===== src/rtl/tick_pwm_pkg.sv =====
// Shared types and reset defaults for the tick-driven PWM generator.
package tick_pwm_pkg;

    typedef enum logic {
        ST_IDLE = 1'b0,
        ST_RUN  = 1'b1
    } state_t;

    localparam int unsigned DEF_PERIOD = 2;
    localparam int unsigned DEF_DUTY   = 1;

endpackage


===== src/rtl/tick_pwm_cfg_stage.sv =====
// One-deep staging register for period/duty updates with valid/ready intake
// and an apply strobe that fires when the parent opens an apply window.
module tick_pwm_cfg_stage #(
    parameter int unsigned WIDTH = 8
) (
    input  logic             clk,
    input  logic             resetn,
    input  logic             i_cfg_valid,
    input  logic [WIDTH-1:0] i_cfg_period,
    input  logic [WIDTH-1:0] i_cfg_duty,
    input  logic             i_apply_ok,
    output logic             o_cfg_ready,
    output logic [WIDTH-1:0] o_stg_period,
    output logic [WIDTH-1:0] o_stg_duty,
    output logic             o_apply
);
    import tick_pwm_pkg::*;

    logic             full_q, full_d;
    logic [WIDTH-1:0] period_q, period_d;
    logic [WIDTH-1:0] duty_q, duty_d;

    // Handshake: a transfer happens on any rising edge where i_cfg_valid and
    // o_cfg_ready are both 1; ready is simply "staging empty".
    assign o_cfg_ready  = ~full_q;
    assign o_apply      = full_q & i_apply_ok;
    assign o_stg_period = period_q;
    assign o_stg_duty   = duty_q;

    always_comb begin
        full_d   = full_q;
        period_d = period_q;
        duty_d   = duty_q;
        if (o_apply) begin
            full_d = 1'b0;
        end else if (i_cfg_valid && !full_q) begin
            full_d   = 1'b1;
            period_d = i_cfg_period;
            duty_d   = i_cfg_duty;
        end
    end

    always_ff @(posedge clk or negedge resetn) begin
        if (!resetn) begin
            full_q   <= 1'b0;
            period_q <= '0;
            duty_q   <= '0;
        end else begin
            full_q   <= full_d;
            period_q <= period_d;
            duty_q   <= duty_d;
        end
    end

endmodule


===== src/rtl/tick_pwm_gen.sv =====
// PWM generator clocked by clk and advanced by a one-cycle tick enable;
// period/duty are counted in ticks and updated only at period boundaries.
module tick_pwm_gen #(
    parameter int unsigned WIDTH      = 8,
    parameter int unsigned DEF_PERIOD = tick_pwm_pkg::DEF_PERIOD,
    parameter int unsigned DEF_DUTY   = tick_pwm_pkg::DEF_DUTY
) (
    input  logic                 clk,
    input  logic                 resetn,
    input  logic                 i_tick,
    input  logic                 i_enable,
    input  logic                 i_cfg_valid,
    input  logic [WIDTH-1:0]     i_cfg_period,
    input  logic [WIDTH-1:0]     i_cfg_duty,
    output logic                 o_cfg_ready,
    output logic                 o_pwm,
    output logic                 o_period_end,
    output logic [WIDTH-1:0]     o_count,
    output tick_pwm_pkg::state_t o_dbg_state
);
    import tick_pwm_pkg::*;

    state_t           state_q, state_d;
    logic [WIDTH-1:0] count_q, count_d;
    logic [WIDTH-1:0] period_q, period_d;
    logic [WIDTH-1:0] duty_q, duty_d;
    logic             pwm_q, pwm_d;
    logic             pend_q, pend_d;
    logic             boundary, apply_ok, apply;
    logic [WIDTH-1:0] stg_period, stg_duty;

    // A boundary only exists while the generator keeps running through it.
    assign boundary = (state_q == ST_RUN) && i_enable && i_tick && (count_q == period_q);
    assign apply_ok = (state_q == ST_IDLE) || boundary;

    tick_pwm_cfg_stage #(.WIDTH(WIDTH)) u_cfg_stage (
        .clk          (clk),
        .resetn       (resetn),
        .i_cfg_valid  (i_cfg_valid),
        .i_cfg_period (i_cfg_period),
        .i_cfg_duty   (i_cfg_duty),
        .i_apply_ok   (apply_ok),
        .o_cfg_ready  (o_cfg_ready),
        .o_stg_period (stg_period),
        .o_stg_duty   (stg_duty),
        .o_apply      (apply)
    );

    always_comb begin
        state_d  = state_q;
        count_d  = count_q;
        pwm_d    = pwm_q;
        pend_d   = 1'b0;
        period_d = apply ? stg_period : period_q;
        duty_d   = apply ? stg_duty : duty_q;
        unique case (state_q)
            ST_IDLE: begin
                count_d = '0;
                pwm_d   = 1'b0;
                if (i_enable) begin
                    state_d = ST_RUN;
                    pwm_d   = (duty_d != '0);
                end
            end
            ST_RUN: begin
                if (!i_enable) begin
                    state_d = ST_IDLE;
                    count_d = '0;
                    pwm_d   = 1'b0;
                end else if (i_tick) begin
                    count_d = boundary ? '0 : count_q + 1'b1;
                    // The sample after a wrap already uses a freshly applied duty.
                    pwm_d   = ({1'b0, count_d} < {1'b0, duty_d});
                    pend_d  = boundary;
                end
            end
            default: state_d = ST_IDLE;
        endcase
    end

    always_ff @(posedge clk or negedge resetn) begin
        if (!resetn) begin
            state_q  <= ST_IDLE;
            count_q  <= '0;
            period_q <= WIDTH'(DEF_PERIOD);
            duty_q   <= WIDTH'(DEF_DUTY);
            pwm_q    <= 1'b0;
            pend_q   <= 1'b0;
        end else begin
            state_q  <= state_d;
            count_q  <= count_d;
            period_q <= period_d;
            duty_q   <= duty_d;
            pwm_q    <= pwm_d;
            pend_q   <= pend_d;
        end
    end

    assign o_pwm        = pwm_q;
    assign o_period_end = pend_q;
    assign o_count      = count_q;
    assign o_dbg_state  = state_q;

endmodule


===== config.mk =====
export PLATFORM = sky130hd
export DESIGN_NAME = tick_pwm_gen
export DESIGN_NICKNAME = d
export VERILOG_FILES = /design/src/rtl/tick_pwm_pkg.sv /design/src/rtl/tick_pwm_cfg_stage.sv /design/src/rtl/tick_pwm_gen.sv
export SDC_FILE = /design/constraint.sdc
export NUM_CORES = 1
export LEC_CHECK = 0
export BUFFER_PORTS_ARGS = -buffer_cell sky130_fd_sc_hd__buf_4
export CAP_MARGIN = 20
export CORE_MARGIN = 2
export CORE_UTILIZATION = 25
export CTS_BUF_LIST = sky130_fd_sc_hd__clkbuf_4
export DETAILED_ROUTE_END_ITERATION = 10
export PLACE_DENSITY = 0.51
export SLEW_MARGIN = 25
export SYNTH_ARGS = -nofsm -noshare
export SYNTH_HDL_FRONTEND = slang
export SYNTH_SLANG_ARGS = --single-unit
export TNS_END_PERCENT = 1

===== constraint.sdc =====
create_clock -name clk -period 4.7 [get_ports clk]
set_input_delay 0 -clock clk [delete_from_list [all_inputs] [get_ports clk]]
set_output_delay 0 -clock clk [all_outputs]
set_load 0.01 [all_outputs]

* Word-level counts from Yosys, hierarchy flattened
Cells that the tools add are included.
Word-level totals: bits in registers 44, input port bits 21, output and inout port bits 12, word-level logic and storage cells 41
Cells by class: $add $sub $neg 1, $lt $le $gt $ge 1, eq/ne operators 2, mux-type cells 15, bitwise operators 4, reduce and logical (&&, ||, !) cells 9
Operators with widths (count):
- $mux 8 | 4
- $pmux 8 s2 | 1
- $mux 1 | 9
- $add 8x1->8 const B | 1
- $eq 8x8->1 | 1
- $lt 8x8->1 | 1
- $reduce_bool 8->1 | 1
- $logic_and 1x1->1 | 4
- $ne 3x3->1 const B | 1
- $not 1->1 | 3
- $pmux 1 s2 | 1
- $reduce_and 2->1 | 1
- $reduce_bool 2->1 | 1
- $and 1x1->1 | 1
- $logic_not 1->1 | 1
- $logic_or 1x1->1 | 1

* Logic depth before layout (Yosys ltp)
word-level depth 10, gate-level depth with buffers 13, mapped depth without buffers 11

* By module
A second synthesis with hierarchy kept.
Unflattened totals: cells, all modules 205, area total of the unflattened synthesis 2348.5 µm²
Modules (own cells, without submodules):
- tick_pwm_gen | times used 1, cells an instance 165, area an instance 1647.8 µm²
- tick_pwm_cfg_stage | times used 1, cells an instance 40, area an instance 700.7 µm²

* Worst setup path before layout
OpenSTA, ideal clock, no wires.
path type register to register, start register count_q[6] (netlist: o_count[6]), end register pwm_q (netlist: o_pwm), library setup time 0.087 ns, arrival 3.173 ns, path slack 1.440 ns, stages on the path, launching flop included 13, path buffers 1, clock period less this slack 3.260 ns, cells stage by stage dfrtp_1 > xor2_1 > or4_4 > nor3_4 > o21ai_4 > buf_6 > mux2i_1 > ha_1 > and4_1 > and3_1 > nor4_1 > o2111ai_1 > o211ai_1
On the way: word-level cells in the longest chain between the ends 9
Ends and longest elaborated chain:
- from (decl) | RTL line tick_pwm_gen.sv:24 | logic [WIDTH-1:0] count_q, count_d;
- from (signal assigned) | RTL line tick_pwm_gen.sv:91 | count_q <= count_d;
- parallel branches: the longest is 8 deep, another holds $add 8x1->8
- $pmux 1 s2 * | RTL line tick_pwm_gen.sv:56 | unique case (state_q)
- to (signal assigned) | RTL line tick_pwm_gen.sv:94 | pwm_q <= pwm_d;
- to (decl) | RTL line tick_pwm_gen.sv:27 | logic pwm_q, pwm_d;
Mark *: on every way between the ends. The select of a mux whose other input is x is not followed. A chain may end at the register's enable or synchronous reset.

* Worst setup path in the final report
Same ends and word-level chain as after synthesis.

==> results.yml <==
outcome:
  status: "completed"
synthesis:
  synth_edf_count: 0
  yosysMostFrequentCell: "dfrtp_1"
  synthArstFlopShare_pct: 100
  syn-num-nets: 224
  synth_top_area_cell: "dfrtp_1"
  synth_area_per_cell_um2: 12.1
  ys_types: 41
  ys_top_cells_by_count: "dfrtp_1 (42), mux2_2 (19), mux2_4 (12)"
  synth_top_area_share_pct: 44.5
  yosysSeqAreaShare_pct: 46.7
  yosys_warnings: 0
  ys_ff_latch: 44
  synthFlopType: "dfrtp_1"
  synthesis.area_um2: 2360
  syn_inst: 195
  synth.area.top_cells: "dfrtp_1 (44%), mux2_2 (9.1%), mux2_4 (7.6%)"
cts:
  h-tree-depth: 2
  cts_made_buffers: 5
  clkTransAtPathRegs_ps: 150
  root_buffer: "clkbuf_4"
  clock_sinks: 44
  cts_tree: "done"
  cts_buffer_depth: 2
  ctsResizeCount: 0
  clock_latency_ps: 370
detailed_routing:
  firstDrtPassIters: 4
  drc: 0
  route.vias.total: 1647
  postRouteAntennaNets: 0
  wirelength_mm: 5.09
  wl_per_cell_um: 14.2
  drt_iter0_drc: 51
  viasPerCell: 4.59
worst_setup_path:
  regToRegStartpoint: "o_count[6]"
  startpoint: "o_count[6]"
  crit_path_max_fanout: 23
  worst_r2r_path_depth: 12
  rrSetupSlack_ps: 1100
  timing.rr.end: "o_pwm"
  worstSetupPathType: "reg -> reg"
  crit_required_ps: 5000
  worstSetupEndpoint: "o_pwm"
  cp_data_arrival_time_ps: 3890
  worstSetupStartpointType: "flip-flop"
  endpoint_kind: "flip-flop"
place:
  io_buffer_count: 32
  dp.cells: 331
  place_congestion: 0.874
  dp_hpwl_mm: 3.76
run:
  drv_cap: 0
layout:
  nets: 276
  instances_no_fill: 359
  antennaDiodeCount: 0
  drive_gt1_share_pct: 32.3
  area_delta_synth_final_pct: 26.4
floorplan:
  die_w_um: 101
  core_area_um2: 9200
  die_h_um: 101
  die-area_um2: 10200
  core.rowCount: 35
  ios: 33
  start_util_pct: 25.7
timing:
  hold_viol: 0
  setup_viol: 0
  holdWs_ps: 146
  slew_headroom_pct: 39.1
  finalCritPeriodShare_pct: 76.6
  slew_viol_final: 0
  tightest_slew_ps: 910
  worst_clock_skew_ps: 8.34
  rsz0062_at_grt: "no"
  fin_crit_ps: 3600
  setup_tns_ps: 0
  fmax_ghz: 0.278
worst_hold_path:
  min-delay-path-class: "in -> async"
pwr:
  cellPowerDensity_nw_per_um2: 380
  vdd_ir_drop_max_mv: 0.112
  leakage_nw: 1.34
  power.total_mw: 1.13
grt:
  grt_max_degree: 45
  antenna_found_initial: 0
  track_usage_pct: 10.9
  grt.overflow.total: 0
  grt_pass1_vias: 1684
  grt_pass1_wl_mm: 8.69
==> worst max-delay path: stages (launching register included) <==
cell and delay, ps:
dfrtp_1 490, xor2_1 170, or4_4 580, nor3_4 180, buf_4 230, o21ai_4 270
mux2i_1 200, ha_1 340, and4_1 210, and3_1 170, nor4_1 340, o2111ai_1 160
o211ai_1 170
==> registers in the layout, indices dropped and copies added, names as in the netlist <==
signal / flops
u_cfg_stage.o_stg_period: 8
u_cfg_stage.full_q: 1
u_cfg_stage.o_stg_duty: 8
o_dbg_state: 1
period_q: 8
o_count: 8
o_period_end: 1
o_pwm: 1
duty_q: 8
==> metrics by stage <==
stage | setup slack (ps) | cell area (µm²) | utilization, %
after floorplan | 1440 | 2360 | -
after CTS | 1090 | 2990 | 32.5
final | 1100 | 2990 | 32.5
after global routing | 842 | 2990 | 32.5
after global placement | 1110 | 2700 | 29.4
after detailed placement | 1130 | 2700 | 29.4
==> what timing repair did <==
| item | 4_1_cts | 5_1_grt |
|---|---|---|
| hold endpoints to repair | 63 | 0 |
| hold buffers | 20 | 0 |
| setup endpoints to repair | 0 | 0 |
| buffers inserted | 0 | 0 |
==> cell type report <==
cell class / count / area, µm²
Clock buffer: 5 / 37.5
Clock inverter: 3 / 46.3
Fill cell: 957 / 6210
Inverter: 4 / 15.0
Multi-Input combinational cell: 138 / 1190
Sequential cell: 44 / 1100
Tap cell: 111 / 139
Timing Repair Buffer: 54 / 455
==> worst min-delay path by stage <==
stage / start / end / cells past startpoint
6_report: resetn / o_count[0] / 2
5_1_grt: resetn / period_q[0] / 2
4_1_cts: resetn / o_count[0] / 2
3_5_place_dp: resetn / o_count[0] / 1
3_3_place_gp: resetn / o_count[0] / 1
2_1_floorplan: resetn / duty_q[1] / 0
==> cell usage in the layout (no fill, tap or decap), types with 2 or more instances in the layout <==
cell type      netlist  final
o31a_1               2      2
xnor2_1             11     11
nor2b_1              5      5
o211ai_1             2      2
dlygate4sd3_1        0     20
or4_1                4      4
dfstp_2              2      2
clkbuf_4             0      5
a32o_1               4      4
dfrtp_1             42     42
a31o_2               2      2
nor4_1               5      5
nor3b_1              3      3
a21oi_1              2      2
inv_1                4      4
nand2_1              8      8
xor2_1               3      3
buf_4                1     34
o21ai_0              6      6
ha_1                 8      8
nor3_1               2      2
nand3_1              5      5
mux2_2              19     19
mux2_4              12     12
mux2i_1              8      8
and3_1               4      4
nor2_1              10     10
==> routing by layer <==
layer / wire, µm / vias to the layer above / track usage [%]
met2: 2310 / 25 / 16.3
met5: 0 / - / 0
met1: 2550 / 796 / 15.6
met3: 165 / 5 / 2.62
met4: 63 / 0 / 3.64
li1: - / 821 / -
==> power by group <==
group	internal, mW	switching [mW]	total, mW
clock	0.114	0.137	0.251
combinational	0.195	0.115	0.310
sequential	0.485	0.0875	0.572
total	0.793	0.340	1.13
==> cells by family (layout without fill, tap and decap cells) <==
group,after synthesis,after routing,synth area share (%)
XOR/XNOR,14,14,5.19
AO/OA/AOI/OAI,23,23,7.63
adder cells (fa/ha/maj),8,8,4.24
buffers and inverters,13,66,2.97
AND/OR/NAND/NOR,54,54,13.2
flip-flops,44,44,46.7
multiplexers,39,39,20.1
No activity file was read; power rests on OpenSTA's default activity.
